==> config.mk <==
export PLATFORM = sky130hd
export DESIGN_NAME = dror_dispatch_controller
export DESIGN_NICKNAME = d
export VERILOG_FILES = /design/src/rtl/dror_dispatch_controller.sv
export SDC_FILE = /design/constraint.sdc
export NUM_CORES = 2
export LEC_CHECK = 0
export ABC_AREA = 0
export BUFFER_PORTS_ARGS = -buffer_cell sky130_fd_sc_hd__buf_2
export CAP_MARGIN = 20
export CORE_ASPECT_RATIO = 0.6
export CORE_MARGIN = 2
export CORE_UTILIZATION = 25
export CTS_CLUSTER_SIZE = 25
export DETAILED_ROUTE_END_ITERATION = 8
export REMOVE_ABC_BUFFERS = 1
export SETUP_SLACK_MARGIN = 0.5
export SLEW_MARGIN = 20
export SYNTH_ARGS = -nofsm -noshare
export SYNTH_HDL_FRONTEND = slang
export SYNTH_SLANG_ARGS = --single-unit
==> constraint.sdc <==
create_clock -name i_clk -period 18.92 [get_ports i_clk]
set_clock_uncertainty 0.05 [all_clocks]
set_input_delay 3.784 -clock i_clk [delete_from_list [all_inputs] [get_ports i_clk]]
set_output_delay 3.784 -clock i_clk [all_outputs]
set_load 0.01 [all_outputs]
==> src/rtl/dror_dispatch_controller.sv <==
// Streams points into validator cores, retires finished cores round-robin and queues outlier indices.
// Optional retire statistics are enabled by defining DROR_DISPATCH_STATS_EN.
module dror_dispatch_controller #(
    parameter int N           = 16,
    parameter int IDX_W       = 32,
    parameter int CORE_NUMBER = 16,
    parameter int FIFO_DEPTH  = 64
) (
    input  logic                     i_clk,
    input  logic                     i_rst_n,
    input  logic                     i_start,
    input  logic [IDX_W-1:0]         i_point_cloud_size,
    input  logic                     i_pause,
    input  logic                     i_pt_valid,
    output logic                     o_pt_ready,
    input  logic [N-1:0]             i_pt_x,
    input  logic [N-1:0]             i_pt_y,
    input  logic [N-1:0]             i_pt_z,
    output logic [N*CORE_NUMBER-1:0] o_core_x,
    output logic [N*CORE_NUMBER-1:0] o_core_y,
    output logic [N*CORE_NUMBER-1:0] o_core_z,
    output logic [CORE_NUMBER-1:0]   o_core_reset,
    input  logic [CORE_NUMBER-1:0]   i_core_inlier,
    input  logic [CORE_NUMBER-1:0]   i_core_outlier,
    output logic                     o_out_valid,
    input  logic                     i_out_ready,
    output logic [IDX_W-1:0]         o_out_idx,
    output logic                     o_busy,
    output logic                     o_done,
    output logic [IDX_W-1:0]         o_inlier_count,
    output logic [IDX_W-1:0]         o_outlier_count
);

    localparam int CW = (CORE_NUMBER > 1) ? $clog2(CORE_NUMBER) : 1;
    localparam int FW = $clog2(FIFO_DEPTH);
    localparam logic [FW:0]   FIFO_FULL = (FW+1)'(FIFO_DEPTH);
    localparam logic [CW-1:0] LAST_SLOT = CW'(CORE_NUMBER - 1);
    localparam logic [CW:0]   CORE_NUM  = (CW+1)'(CORE_NUMBER);

    typedef enum logic [1:0] {
        S_IDLE,
        S_RUN,
        S_DONE
    } state_t;

    state_t                  r_state;
    logic                    r_busy;
    logic                    r_done;
    logic [CORE_NUMBER-1:0]  r_active;
    logic [CORE_NUMBER-1:0]  r_core_reset;
    logic [IDX_W-1:0]        r_idx [CORE_NUMBER];
    logic [N*CORE_NUMBER-1:0] r_x;
    logic [N*CORE_NUMBER-1:0] r_y;
    logic [N*CORE_NUMBER-1:0] r_z;
    logic [IDX_W-1:0]        r_next_idx;
    logic [IDX_W-1:0]        r_size;
    logic [CW-1:0]           r_rr_ptr;

    logic [IDX_W-1:0]        r_fifo [FIFO_DEPTH];
    logic [FW-1:0]           r_wr_ptr;
    logic [FW-1:0]           r_rd_ptr;
    logic [FW:0]             r_count;

    logic                    w_run;
    logic                    w_go;
    logic                    w_pt_ready;
    logic                    w_load;
    logic [CW-1:0]           w_load_slot;
    logic [CORE_NUMBER-1:0]  w_elig;
    logic                    w_found;
    logic [CW-1:0]           w_sel_slot;
    logic                    w_sel_out;
    logic                    w_full;
    logic                    w_retire;
    logic                    w_push;
    logic                    w_pop;
    logic [CW-1:0]           w_rr_next;

    assign w_run      = (r_state == S_RUN);
    assign w_go       = w_run && !i_pause;
    assign w_pt_ready = w_go && (r_next_idx < r_size) && !(&r_active);
    assign w_load     = w_pt_ready && i_pt_valid;
    assign w_elig     = r_active & ~r_core_reset & (i_core_inlier | i_core_outlier);
    assign w_full     = (r_count == FIFO_FULL);
    assign w_retire   = w_go && w_found && !(w_sel_out && w_full);
    assign w_push     = w_retire && w_sel_out;
    assign w_pop      = (r_count != '0) && i_out_ready;
    assign w_rr_next  = (w_sel_slot == LAST_SLOT) ? '0 : w_sel_slot + 1'b1;

    always_comb begin
        w_load_slot = '0;
        for (int i = CORE_NUMBER - 1; i >= 0; i--) begin
            if (!r_active[i]) w_load_slot = CW'(i);
        end
    end

    // Scan slots starting at rr_ptr, wrapping at CORE_NUMBER (not necessarily a power of two).
    always_comb begin : arb
        logic [CW:0] j;
        w_found    = 1'b0;
        w_sel_slot = '0;
        w_sel_out  = 1'b0;
        j          = '0;
        for (int k = 0; k < CORE_NUMBER; k++) begin
            j = {1'b0, r_rr_ptr} + (CW+1)'(k);
            if (j >= CORE_NUM) j = j - CORE_NUM;
            if (!w_found && w_elig[j[CW-1:0]]) begin
                w_found    = 1'b1;
                w_sel_slot = j[CW-1:0];
                w_sel_out  = i_core_outlier[j[CW-1:0]];
            end
        end
    end

    always_ff @(posedge i_clk or negedge i_rst_n) begin
        if (!i_rst_n) begin
            r_state      <= S_IDLE;
            r_busy       <= 1'b0;
            r_done       <= 1'b0;
            r_active     <= '0;
            r_core_reset <= '1;
            r_x          <= '0;
            r_y          <= '0;
            r_z          <= '0;
            r_next_idx   <= '0;
            r_size       <= '0;
            r_rr_ptr     <= '0;
            for (int i = 0; i < CORE_NUMBER; i++) r_idx[i] <= '0;
        end else begin
            r_core_reset <= ~r_active;
            unique case (r_state)
                S_IDLE, S_DONE: begin
                    if (i_start) begin
                        r_state    <= S_RUN;
                        r_busy     <= 1'b1;
                        r_done     <= 1'b0;
                        r_next_idx <= '0;
                        r_size     <= i_point_cloud_size;
                        r_rr_ptr   <= '0;
                        r_active   <= '0;
                    end
                end
                S_RUN: begin
                    if (r_next_idx == r_size && r_active == '0) begin
                        r_state <= S_DONE;
                        r_busy  <= 1'b0;
                        r_done  <= 1'b1;
                    end
                    if (w_load) begin
                        r_active[w_load_slot]      <= 1'b1;
                        r_idx[w_load_slot]         <= r_next_idx;
                        r_x[w_load_slot*N +: N]    <= i_pt_x;
                        r_y[w_load_slot*N +: N]    <= i_pt_y;
                        r_z[w_load_slot*N +: N]    <= i_pt_z;
                        r_next_idx                 <= r_next_idx + 1'b1;
                    end
                    if (w_retire) begin
                        r_active[w_sel_slot] <= 1'b0;
                        r_rr_ptr             <= w_rr_next;
                    end
                end
                default: r_state <= S_IDLE;
            endcase
        end
    end

    always_ff @(posedge i_clk) begin
        if (w_push) r_fifo[r_wr_ptr] <= r_idx[w_sel_slot];
    end

    always_ff @(posedge i_clk or negedge i_rst_n) begin
        if (!i_rst_n) begin
            r_wr_ptr <= '0;
            r_rd_ptr <= '0;
            r_count  <= '0;
        end else begin
            if (w_push) r_wr_ptr <= r_wr_ptr + 1'b1;
            if (w_pop)  r_rd_ptr <= r_rd_ptr + 1'b1;
            unique case ({w_push, w_pop})
                2'b10:   r_count <= r_count + 1'b1;
                2'b01:   r_count <= r_count - 1'b1;
                default: r_count <= r_count;
            endcase
        end
    end

`ifdef DROR_DISPATCH_STATS_EN
    logic [IDX_W-1:0] r_inl_cnt;
    logic [IDX_W-1:0] r_out_cnt;

    always_ff @(posedge i_clk or negedge i_rst_n) begin
        if (!i_rst_n) begin
            r_inl_cnt <= '0;
            r_out_cnt <= '0;
        end else if (i_start && !w_run) begin
            r_inl_cnt <= '0;
            r_out_cnt <= '0;
        end else if (w_retire) begin
            if (w_sel_out) begin
                if (!(&r_out_cnt)) r_out_cnt <= r_out_cnt + 1'b1;
            end else begin
                if (!(&r_inl_cnt)) r_inl_cnt <= r_inl_cnt + 1'b1;
            end
        end
    end

    assign o_inlier_count  = r_inl_cnt;
    assign o_outlier_count = r_out_cnt;
`else
    assign o_inlier_count  = '0;
    assign o_outlier_count = '0;
`endif

    assign o_pt_ready   = w_pt_ready;
    assign o_core_x     = r_x;
    assign o_core_y     = r_y;
    assign o_core_z     = r_z;
    assign o_core_reset = r_core_reset;
    assign o_out_valid  = (r_count != '0);
    assign o_out_idx    = (r_count != '0) ? r_fifo[r_rd_ptr] : '0;
    assign o_busy       = r_busy;
    assign o_done       = r_done;

endmodule

==> key figures <==
Finish
  • NumNets Final: 9,204
  • Fin cells: 16,890
  • Fill cells: 55,220
  • Area growth, synth to finish: 17.61%
  • Layout cells sized above 1: 38.37%

Synthesis
  • EDFF count, synth: 2,048
  • Sequential share of the synthesized area: 68.38%
  • Leading cell type by number of instances after synthesis: edfxtp_1
  • Cells after synthesis: 8,134
  • Synth warn: 0
  • Post-synthesis async set-or-reset flop share: 40.65%
  • Top cells by area, synth: edfxtp_1 44%, dfrtp_1 25%, mux4_2 11%
  • Post-synth top flop: edfxtp_1
  • Post-synth cell types: 94
  • Synth Cell Area: 141,300 µm²
  • Syn_area_per_cell: 17.37 µm²
  • Post-synth top cells: 2,048 x edfxtp_1, 1,387 x dfrtp_1, 1,034 x mux2_2, 709 x mux4_2, 463 x nand2_1
  • Cell accounting for the most synthesized area: edfxtp_1
  • Synth top area share: 43.52%
  • Yosys reg bits: 3,451

Run
  • Max Cap Viol: 0

STA
  • Final min period: 10.71 ns
  • Final TNS setup: 0 ns
  • Final setup violation count: 0
  • Slew Limit Fails: 0
  • RSZ-0062 raised after global routing: no
  • Final Hold Vio Count: 0
  • Period utilisation layout: 56.62%
  • Slew of the pin with the lowest slew margin: 1.099 ns
  • Slew margin rel.: 26.74%
  • Fmax: 93.35 MHz

Power
  • Gate power share: 36.1%
  • P_leak: 64.67 nW
  • Internal Power: 16.25 mW
  • Sequential power share: 37.5%
  • Clock share of power: 26.4%
  • NetSw: 9.134 mW
  • PwrDens: 152.7 nW/µm²
  • VDD IR max: 0.2554 mV
  • Switching Fraction: 35.99%

Placed design
  • DPL Wire Length: 270,300 µm
  • Placer congestion estimate: 0.8803
  • IO buf count: 937
  • Inst Count DP: 16,230

Routing
  • Via-per-instance ratio: 4.781
  • Routed Wire Length: 445,800 µm
  • Wirelength per Cell: 26.40 µm
  • DRC: 0
  • Via count: 80,720
  • Antenna viol nets, final: 0
  • Pre-Repair DR Iteration Count: 5
  • Initial DRC Count: 9,963

Floorplan
  • Starting Density: 25.14%
  • Die ar.: 571,500 µm²
  • Top-Level Pins: 1,002
  • FP Rows: 213
  • Die X: 974.6 µm
  • Core area: 562,100 µm²
  • Die height: 586.4 µm

Global route
  • Pin count of the biggest net entering global routing: 165
  • Total track usage: 14.93%
  • Initial antenna violation count: 45
  • Vias in the first global route: 78,200
  • First-pass GRT wire length: 620,600 µm
  • Aggregate global routing overflow: 0

Clock tree
  • PostCTS Resize Cnt: 0
  • Max clock buf depth: 4
  • Clock Sinks: 3,451
  • Cts bufs inserted: 329
  • Clock latency on the worst-skew pair: 1.01 ns
  • CTS HTree Levels: 5
  • CTS tree: yes
  • Clock transition at path regs: 0.06 ns
  • Setup bufs post-CTS: 0
  • Hold Buf Count CTS: 0
  • Root buf cell: clkbuf_16

Critical path
  • Critical path required time: 15.09 ns
  • CP Capture Type: output pin
  • Critical path class: reg2out
  • Critical Path Source Type: flip-flop
  • Crit Path Max Fanout: 98
  • Critical path arrival: 6.88 ns

Outcome
  • Status: finished clean

Hold path
  • Hold Path Class: reg2reg
[registers in the layout, summed over array words and instances, names as in the netlist]
name and count:
r_size 32, r_fifo 2048, o_done 1, r_state 2, r_count 7, o_core_reset 16
o_core_z 256, r_idx 512, r_rd_ptr 6, o_core_y 256, o_busy 1, o_core_x 256
r_rr_ptr 4, r_next_idx 32, r_wr_ptr 6, r_active 16
[power by group through the flow]
stage,Combinational [mW],Sequential (mW),Clock (mW)
3_5_place_dp,9.14,9.66,0
4_1_cts,9.16,9.52,6.83
6_report,9.15,9.53,6.70
3_3_place_gp,9.07,9.65,0
5_1_grt,9.61,9.59,7.11
2_1_floorplan,6.51,10.1,0
[routing by layer]
metal	GRT usage, %	vias to the layer above	share of wire (%)
met2	21.26	4032	42
li1	-	32850	-
met5	0	-	0.024
met1	22.10	43180	44
met4	3.798	14	2.7
met3	4.439	644	11
[kinds of logic after synthesis]
family                     synth area share, %
muxes                                    22.42
DFF                                      68.38
buffers and inverters                    2.486
and+or+nand+nor                          3.472
xor gates and xnor gates                0.3931
adders and majority gates               0.4781
AOI/OAI and AO/OA                        2.376
other                                 0.002654
[per-stage QoR]
stage                     instance area, µm²  utilization [%]  power, mW  worst slack, ns  hold WS [ns]
after floorplan                       138700                -      16.63           -10.02        0.3786
after global placement                155300            27.63      18.71            7.730        0.4078
after detailed placement              155300            27.63      18.80            7.640        0.4147
after CTS                             166000            29.53      25.52            8.091        0.4301
after global routing                  166100            29.54      26.31            7.814        0.4470
final                                 166200            29.57      25.38            8.207        0.4264
[worst max-delay path, stage by stage (launching register included)]
cell and delay (ns):
dfrtp_4 0.82, buf_4 0.70, buf_12 0.65, buf_4 0.85, mux4_2 0.62, mux4_2 0.78, mux4_2 0.69, nor2b_1 0.25
buf_2 0.22
[final timing paths]
path | startpoint | endpoint | slack, ns | cells past startpoint
worst max register to register | r_rr_ptr[1]$_DFFE_PN0P_ | r_fifo[5][9]$_DFFE_PP_ | 9.72 | 19
worst min-delay path | o_core_z[78]$_DFFE_PN0P_ | o_core_z[78]$_DFFE_PN0P_ | 0.43 | 2
worst min register to register | o_core_z[78]$_DFFE_PN0P_ | o_core_z[78]$_DFFE_PN0P_ | 0.43 | 2
max in group asynchronous | i_rst_n | r_idx[274]$_DFFE_PN0P_ | 12.03 | 5
min in group asynchronous | i_rst_n | o_core_x[178]$_DFFE_PN0P_ | 2.78 | 1
worst max-delay path | r_rd_ptr[0]$_DFFE_PN0P_ | o_out_idx[1] | 8.21 | 8
[cells in the final DEF, fill, tap and decap left out, drive strengths merged, types with 66 or more instances in the layout]
cell	n
a21oi	66
a22oi	70
buf	1132
clkbuf	439
clkinv	116
dfrtp	1387
edfxtp	2048
inv	186
mux2	1034
mux2i	403
mux4	710
nand2	464
nand3	139
nor2	205
o21ai	325
[final cells by class]
| type | count | area [µm²] | area share [%] |
|---|---|---|---|
| multi-input combinational | 3951 | 42320 | 25.46 |
| tap | 7525 | 9415 | 5.665 |
| antenna | 62 | 155.1 | 0.09335 |
| sequential | 3451 | 96650 | 58.15 |
| clock inverter | 159 | 1546 | 0.9305 |
| clock buffer | 439 | 9174 | 5.520 |
| timing repair buffer | 1132 | 6319 | 3.802 |
| inverter | 167 | 626.9 | 0.3772 |
Power figures use the tool's default switching activity.
